### src/rtl/mux_8_1_scan_ctrl.sv
// Scan sequencer for the 8:1 mux: drives s, waits out the settle time, then
// offers the captured y with its channel index on a valid/ready stream.
//
// state  | meaning
// IDLE   | waiting for start; s holds the last channel scanned
// SETTLE | s applied, settle down-counter running toward zero
// WAIT   | sample presented, holding until the consumer accepts it
module mux_8_1_scan_ctrl #(
  parameter int WIDTH         = 3,
  parameter int SETTLE_CYCLES = 2
) (
  input  logic             clk,
  input  logic             reset,
  input  logic             start,
  input  logic             continuous,
  input  logic [7:0]       ch_mask,
  output logic [2:0]       s,
  input  logic [WIDTH-1:0] y_in,
  output logic [WIDTH-1:0] out_data,
  output logic [2:0]       out_ch,
  output logic             out_valid,
  input  logic             out_ready,
  output logic             busy,
  output logic             done
);

  typedef enum logic [1:0] {IDLE, SETTLE, WAIT} state_t;

  localparam logic [3:0] SETTLE_INIT = 4'(SETTLE_CYCLES - 1);

  state_t           state, state_nxt;
  logic [7:0]       mask_r, mask_nxt;
  logic [3:0]       cnt, cnt_nxt;
  logic [2:0]       s_nxt, ch_nxt;
  logic [WIDTH-1:0] data_nxt;
  logic             valid_nxt, busy_nxt, done_nxt;
  logic [3:0]       first_start, next_up, first_wrap;

  // Returns {found, index} of the lowest set bit of m at or above lo.
  function automatic logic [3:0] first_set(input logic [7:0] m, input logic [3:0] lo);
    logic [3:0] r;
    r = '0;
    for (int i = 7; i >= 0; i--) begin
      if (4'(i) >= lo && m[i]) r = {1'b1, 3'(i)};
    end
    return r;
  endfunction

  always_ff @(posedge clk or posedge reset) begin
    if (reset) begin
      state     <= IDLE;
      mask_r    <= '0;
      cnt       <= '0;
      s         <= '0;
      out_data  <= '0;
      out_ch    <= '0;
      out_valid <= 1'b0;
      busy      <= 1'b0;
      done      <= 1'b0;
    end else begin
      state     <= state_nxt;
      mask_r    <= mask_nxt;
      cnt       <= cnt_nxt;
      s         <= s_nxt;
      out_data  <= data_nxt;
      out_ch    <= ch_nxt;
      out_valid <= valid_nxt;
      busy      <= busy_nxt;
      done      <= done_nxt;
    end
  end

  always_comb begin
    first_start = first_set(ch_mask, 4'd0);
    next_up     = first_set(mask_r, {1'b0, s} + 4'd1);
    first_wrap  = first_set(mask_r, 4'd0);

    state_nxt = state;
    mask_nxt  = mask_r;
    cnt_nxt   = cnt;
    s_nxt     = s;
    data_nxt  = out_data;
    ch_nxt    = out_ch;
    valid_nxt = out_valid;
    busy_nxt  = busy;
    done_nxt  = 1'b0;

    case (state)
      IDLE: begin
        if (start) begin
          if (first_start[3]) begin
            mask_nxt  = ch_mask;
            s_nxt     = first_start[2:0];
            cnt_nxt   = SETTLE_INIT;
            busy_nxt  = 1'b1;
            state_nxt = SETTLE;
          end else begin
            done_nxt = 1'b1;
          end
        end
      end
      SETTLE: begin
        if (cnt != 4'd0) begin
          cnt_nxt = cnt - 4'd1;
        end else begin
          data_nxt  = y_in;
          ch_nxt    = s;
          valid_nxt = 1'b1;
          state_nxt = WAIT;
        end
      end
      WAIT: begin
        if (out_ready) begin
          valid_nxt = 1'b0;
          if (next_up[3]) begin
            s_nxt     = next_up[2:0];
            cnt_nxt   = SETTLE_INIT;
            state_nxt = SETTLE;
          end else if (continuous && first_wrap[3]) begin
            // Even a single-channel mask rewrites s and re-settles each pass.
            s_nxt     = first_wrap[2:0];
            cnt_nxt   = SETTLE_INIT;
            state_nxt = SETTLE;
          end else begin
            done_nxt  = 1'b1;
            busy_nxt  = 1'b0;
            state_nxt = IDLE;
          end
        end
      end
      default: state_nxt = IDLE;
    endcase
  end

endmodule

### config.mk
export PLATFORM = sky130hd
export DESIGN_NAME = mux_8_1_scan_ctrl
export DESIGN_NICKNAME = d
export VERILOG_FILES = /design/src/rtl/mux_8_1_scan_ctrl.sv
export SDC_FILE = /design/constraint.sdc
export NUM_CORES = 1
export LEC_CHECK = 0
export CAP_MARGIN = 20
export CORE_MARGIN = 5
export CORE_UTILIZATION = 56
export DETAILED_ROUTE_END_ITERATION = 10
export PLACE_DENSITY = 0.9
export SLEW_MARGIN = 30
export SYNTH_ARGS = -nofsm -noshare
export SYNTH_HDL_FRONTEND = slang
export SYNTH_SLANG_ARGS = --single-unit
### constraint.sdc
create_clock -name clk -period 5.1 [get_ports clk]
set_clock_uncertainty 0.2 [all_clocks]
set_input_delay 1.02 -clock clk [delete_from_list [all_inputs] [get_ports clk]]
set_output_delay 1.02 -clock clk [all_outputs]
set_load 0.01 [all_outputs]
==> results of run 1 <==
-- area by class of cell --
cell class	count	area [um2]	share of cell area
multi-input combinational	125	817	0.438
clock buffer	3	22.5	0.0121
inverter	10	37.5	0.0201
tap	31	38.8	0.0208
timing repair buffer	27	270	0.145
clock inverter	1	30.0	0.0161
sequential	26	651	0.349
-- where the power goes --
group / switching (mW) / internal, mW / leakage, nW / total, mW
clock: 0.0613 / 0.0795 / 0.0279 / 0.141
sequential: 0.121 / 0.295 / 0.316 / 0.416
combinational: 0.274 / 0.261 / 0.445 / 0.535
total: 0.456 / 0.636 / 0.789 / 1.09
-- worst max-delay path, delay by kind of cell --
kind	cells	cell delay, ps
multiplexers	1	390
AO/OA/AOI/OAI	3	570
AND/OR/NAND/NOR	1	620
buffers and inverters	1	460
-- per-layer routing --
metal | GRT usage | routed length [um] | share of wire
met1 | 0.246 | 1560 | 0.44
met2 | 0.320 | 1720 | 0.48
met3 | 0.0342 | 220 | 0.062
met4 | 0.0531 | 55 | 0.015
met5 | 0 | 0 | 0
-- state kept, by name, indices dropped and copies added (netlist names) --
register	cells
busy	1
cnt	4
done	1
mask_r	8
out_ch	3
out_data	3
out_valid	1
s	3
state	2
-- cells in the mapped netlist (4+ instances only) --
library cell and n:
o21ai_0 7, o31ai_1 4, nor3_1 4, o21ai_1 7
nand2_1 17, mux2_1 5, a21oi_1 9, ha_1 5
nand3_1 7, inv_1 10, nor2_1 10, dfrtp_1 26
mux2_2 5, nand2b_1 4
-- kinds of logic after synthesis --
group	count (synthesis)	synth area share
compound gates	49	0.210
buf+inv	16	0.0517
simple gates	59	0.192
fa+ha+maj	5	0.0404
flops	26	0.420
mux	11	0.0792
xor+xnor	1	0.00566
-- stage by stage --
step            util  hold WS, ps
2_1_floorplan      -          298
3_3_place_gp   0.669          260
3_5_place_dp   0.669          269
4_1_cts        0.689          300
5_1_grt        0.689          325
6_report       0.689          292
-- final timing paths --
check                      cells after the start           to  slack, ps
max                                            6         s[2]       2070
min                                            2    out_ch[0]        290
max reg2reg                                    7         s[2]       2340
min reg2reg                                    2    out_ch[0]        290
max in group asynchronous                      2    mask_r[4]       3500
min in group asynchronous                      2  out_data[0]        840
==> impl_results.md, run 1 <==
* Drt pass-1 iters at 5
* Synth Cell Area at between 1500 and 2000 um2
* Die width at 62.6 um
* Slowest-stage cell, CP: or4_1
* CP Launch Point: ch_mask[4]
* Largest area contributor in the netlist: dfrtp_1
* Critical path data required time at a little over 5000 ps
* Congestion Overflow GR at 0
* Num CTS Buffers at 3
* Worst-skew pair later-pin latency at 320 ps
* Largest net degree at the start of global routing at 27
* CTS tree: built
* Final setup vio count at 0
* EDFF count, synth at 0
* Min cycle time layout at 3030 ps
* Commonest cells after routing, fill and taps aside: clkdlybuf4s50_1 (27), dfrtp_1 (26), nand2_1 (17)
* Cells along the critical path: clkdlybuf4s50_1 > or4_1 > o31ai_1 > a211oi_1 > o31ai_2 > mux2_2
* Layout cells sized above 1 at 0.0677
* Synth Flop Type: dfrtp_1
* FF-to-FF Start: s[1]
* Slowest Stage Delay on Critical Path at 620 ps
* Fin. Hold Viols at 0
* CTS resizes at 0
* Final non-filler cell total at 223
* RSZ-0062 raised after global routing: no
* CP Capture Type: register
* Antenna diodes at 0
* Hold buffers post-CTS at 0
* Max-slew violations at 0
* Vias in the first global route at about 1,400
* Ratio of final minimum period to clock period at 0.595
* Post-CTS setup buffers at 0
* Vias per cell at 6.22
* Critical path class: in2reg
* Die height at 62.6 um
* Outcome: complete, no violations
* YS warnings at 0
* Min-delay worst type: reg2reg
* Post-route design area at 1870 um2
* CTS clk-pin slew, worst paths at between 100 and 150 ps
* CP Max Fanout at 5
* Syn avg cell area at a little over 9 um2
* Commonest non-fill, non-tap cell in the layout: clkdlybuf4s50_1
* Initial Util at 0.571
* Core Region at 2710 um2
* DP HPWL at 2.76 mm
* Synthesized net count at 188
* Max_cap viols at 0
* Clock root buffer: clkbuf_4
* Via count at approximately 1,400
* Initial antenna violation count at 0
* Slew Limit Headroom at 0.638
* Port bufs at 27
* Setup TNS at 0 ps
* Final GP Congestion at approximately 0.8
* Placed insts at 219
* Pwr/cell area at 585 nW/um2
* Post-synth top area share at 0.420
* FMAX at 330 MHz
* Pwr Total at between 1 and 1.5 mW
* Yosys cell types at 46
* Die area at 3920 um2
* Synth area leaders: dfrtp_1 (42%), nand2_1 (4.1%), ha_1 (4.0%)
* Total GRT Usage at 0.189
* Worst IR Drop VDD at 429 uV
* Leak at 0.789 nW
* H-tree depth at 1
* Antenna-violating nets left at 0
* # IOs at 28
* Rows at 19
* Clock sinks at 26
* Place WS at 1750 ps
* Async set or reset register ratio after synthesis at 1.00
* Setup ws final at between 2000 and 2500 ps
* Sequential area share after synthesis at 0.420
* DR iter-0 viols at 54
* Dpl cell area at 1810 um2
* Clk buf depth at 2
* Yosys reg bits at 26
* Fillers at approximately 220
* Cells after Synth at approximately 170
* # nets final at 214
* First-pass GRT wire length at 6.15 mm
* Worst-Margin Slew at 542 ps
* Layout area overhead at 20.6%
* Remaining DRCs at 0
* Arrival time worst endpoint at 3050 ps
* Min-delay src: out_ch[0]
* Startpoint class of the critical path: input port
* WL per Instance at roughly 16 um
* Final wirelength at approximately 3.6 mm
(Power assumes the default switching activity.)
==> run 2, diff against run 1 <==
--- a/config.mk
+++ b/config.mk
@@ -7,9 +7,9 @@
 export LEC_CHECK = 0
 export CAP_MARGIN = 20
 export CORE_MARGIN = 5
-export CORE_UTILIZATION = 56
+export CORE_UTILIZATION = 47
 export DETAILED_ROUTE_END_ITERATION = 10
-export PLACE_DENSITY = 0.9
+export PLACE_DENSITY = 0.82
 export SLEW_MARGIN = 30
 export SYNTH_ARGS = -nofsm -noshare
 export SYNTH_HDL_FRONTEND = slang
==> constraint.sdc (replaced) <==
create_clock -name clk -period 2.5 [get_ports clk]
set_clock_uncertainty 0.2 [all_clocks]
set_input_delay 0.5 -clock clk [delete_from_list [all_inputs] [get_ports clk]]
set_output_delay 0.5 -clock clk [all_outputs]
set_load 0.01 [all_outputs]
==> impl_results.md, run 2 (synthesis results as in run 1) <==
* Net Sw Frac at 0.406 (-0.0120)
* Internal cell power at 1.55 mW (+140%)
* Dpl cell area at 2040 um2 (+12%)
* DR iter-0 viols at 127 (+140%)
* Layout cells sized above 1 at 0.235 (+0.168)
* Fin. Hold Viols at 0 (unchanged)
* Slew Limit Headroom at 0.729 (+0.0907)
* Largest net degree at the start of global routing at 27 (unchanged)
* Clk buf depth at 2 (unchanged)
* Die width at 67.4 um (+7.7%)
* Drt pass-1 iters at 5 (unchanged)
* Final GP Congestion at 0.866 (+5.6%)
* # IOs at 28 (unchanged)
* Max_cap viols at 0 (unchanged)
* Max-slew violations at 0 (unchanged)
* Commonest non-fill, non-tap cell in the layout: buf_4
* Vias per cell at 5.71 (-8.2%)
* Hold buffers post-CTS at 0 (unchanged)
* H-tree depth at 1 (unchanged)
* DP HPWL at 2.95 mm (+6.9%)
* Arrival time worst endpoint at 2440 ps (-610 ps)
* Final non-filler cell total at 265 (+19%)
* Switching power at 1.06 mW (+130%)
* Initial antenna violation count at 0 (unchanged)
* FMAX at 416 MHz
* # nets final at 243 (+14%)
* Port bufs at 27 (unchanged)
* Die area at 4540 um2 (+16%)
* Clock sinks at 26 (unchanged)
* Outcome: complete, no violations
* Remaining DRCs at 0 (unchanged)
* Min cycle time layout at 2400 ps
* Core Region at 3100 um2 (+14%)
* Final wirelength at 4.00 mm (+12%)
* Leak at 0.955 nW (+21%)
* WHS at 296 ps (+3.38 ps)
* Worst-Margin Slew at 406 ps (-137 ps)
* Critical path class: reg2reg
* Post-route design area at 2180 um2 (+17%)
* Ratio of final minimum period to clock period at 0.962
* Worst-skew pair later-pin latency at 330 ps (about the same)
* Clock root buffer: clkbuf_4
* Rows at 20 (+1)
* Worst IR Drop VDD at 739 uV (+72%)
* Clk pwr share at 0.112 (-0.017)
* Num CTS Buffers at 3 (unchanged)
* WL per Instance at 15.1 um (-5.5%)
* Critical path data required time at 2530 ps (-2590 ps)
* Vias in the first global route at 1,545 (+14%)
* Die height at 67.4 um (+7.7%)
* Layout area overhead at 41.1%
* CTS tree: built
* Top flop regs: mask_r: 8 flops, cnt: 4 flops
* Max reg flops at 8 (unchanged)
* Antenna-violating nets left at 0 (unchanged)
* CP Capture Type: register
* Final setup vio count at 0 (unchanged)
* Antenna diodes at 0 (unchanged)
* Pwr/cell area at 1190 nW/um2 (+100%)
* Total GRT Usage at 0.186 (-0.00247)
* Placed insts at 258 (+18%)
* Sequential group share of total power at 0.299 (-0.082)
* Min-delay worst type: reg2reg
* CTS clk-pin slew, worst paths at 150 ps (about the same)
* Initial Util at 0.499 (-0.0723)
* CP Max Fanout at 5 (unchanged)
* First-pass GRT wire length at 6.68 mm (+8.7%)
* Pwr Total at 2.61 mW (+140%)
* Commonest cells after routing, fill and taps aside: buf_4 (28), clkdlybuf4s50_1 (27), dfrtp_1 (25)
* Final core utilization at 0.704 (+0.0148)
* Congestion Overflow GR at 0 (unchanged)
* Register with the most flip-flops: mask_r
* Via count at 1,514 (+9.1%)
* Combinational share of power at 0.589 (+0.099)
* Startpoint class of the critical path: register
==> run 2: final timing paths <==
check,start,end,slack (ps),cells past startpoint
worst max-delay path,s[1],s[0],100,8
worst min-delay path,out_ch[2],out_ch[2],300,2
worst max register to register,s[1],s[0],100,8
worst min register to register,out_ch[2],out_ch[2],300,2
max in group asynchronous,reset,s[1],1520,3
min in group asynchronous,reset,out_data[1],310,3
==> run 2: worst max-delay path, stage by stage (launching register included) <==
cell and delay (ps):
dfrtp_2 470, buf_4 150, ha_1 320, o211ai_1 280
nand3_2 190, buf_4 190, o31a_1 300, a21oi_2 130
o31ai_1 90
==> run 2: repair_timing <==
| action | in CTS | in global routing |
|---|---|---|
| pin swaps | 1 | 3 |
| setup buffers | 0 | 3 |
| gates resized for setup | 3 | 11 |
| endpoints found under the hold margin | 0 | 0 |
| setup endpoints to repair | 7 | 9 |
==> run 2: routing by layer <==
metal	vias to the layer above	GRT usage	routed length, um
li1	723	-	-
met1	719	0.238	1720
met3	11	0.0250	267
met4	0	0.0354	55
met2	61	0.336	1960
met5	-	0	0
==> run 2: power groups by stage <==
stage / logic (mW) / registers, mW / clock network (mW)
floorplan: 0.816 / 0.786 / 0
global placement: 1.29 / 0.760 / 0
detailed placement: 1.35 / 0.777 / 0
CTS: 1.40 / 0.770 / 0.298
global route: 1.68 / 0.815 / 0.311
finish: 1.54 / 0.781 / 0.292
==> run 2: layout make-up <==
| cell class | count | area (um2) |
|---|---|---|
| inverter | 10 | 37.5 |
| tap | 44 | 55.1 |
| multi-input combinational | 125 | 886 |
| sequential | 26 | 652 |
| clock inverter | 1 | 30.0 |
| fill | 258 | 920 |
| clock buffer | 3 | 22.5 |
| timing repair buffer | 56 | 500 |
==> run 2: metrics by stage <==
stage / setup slack, ps / setup TNS [ps]
detailed placement: -219 / -1940
floorplan: 69.3 / 0
finish: 96.1 / 0
global route: -28.6 / -42.3
global placement: -177 / -1360
CTS: 16.6 / 0
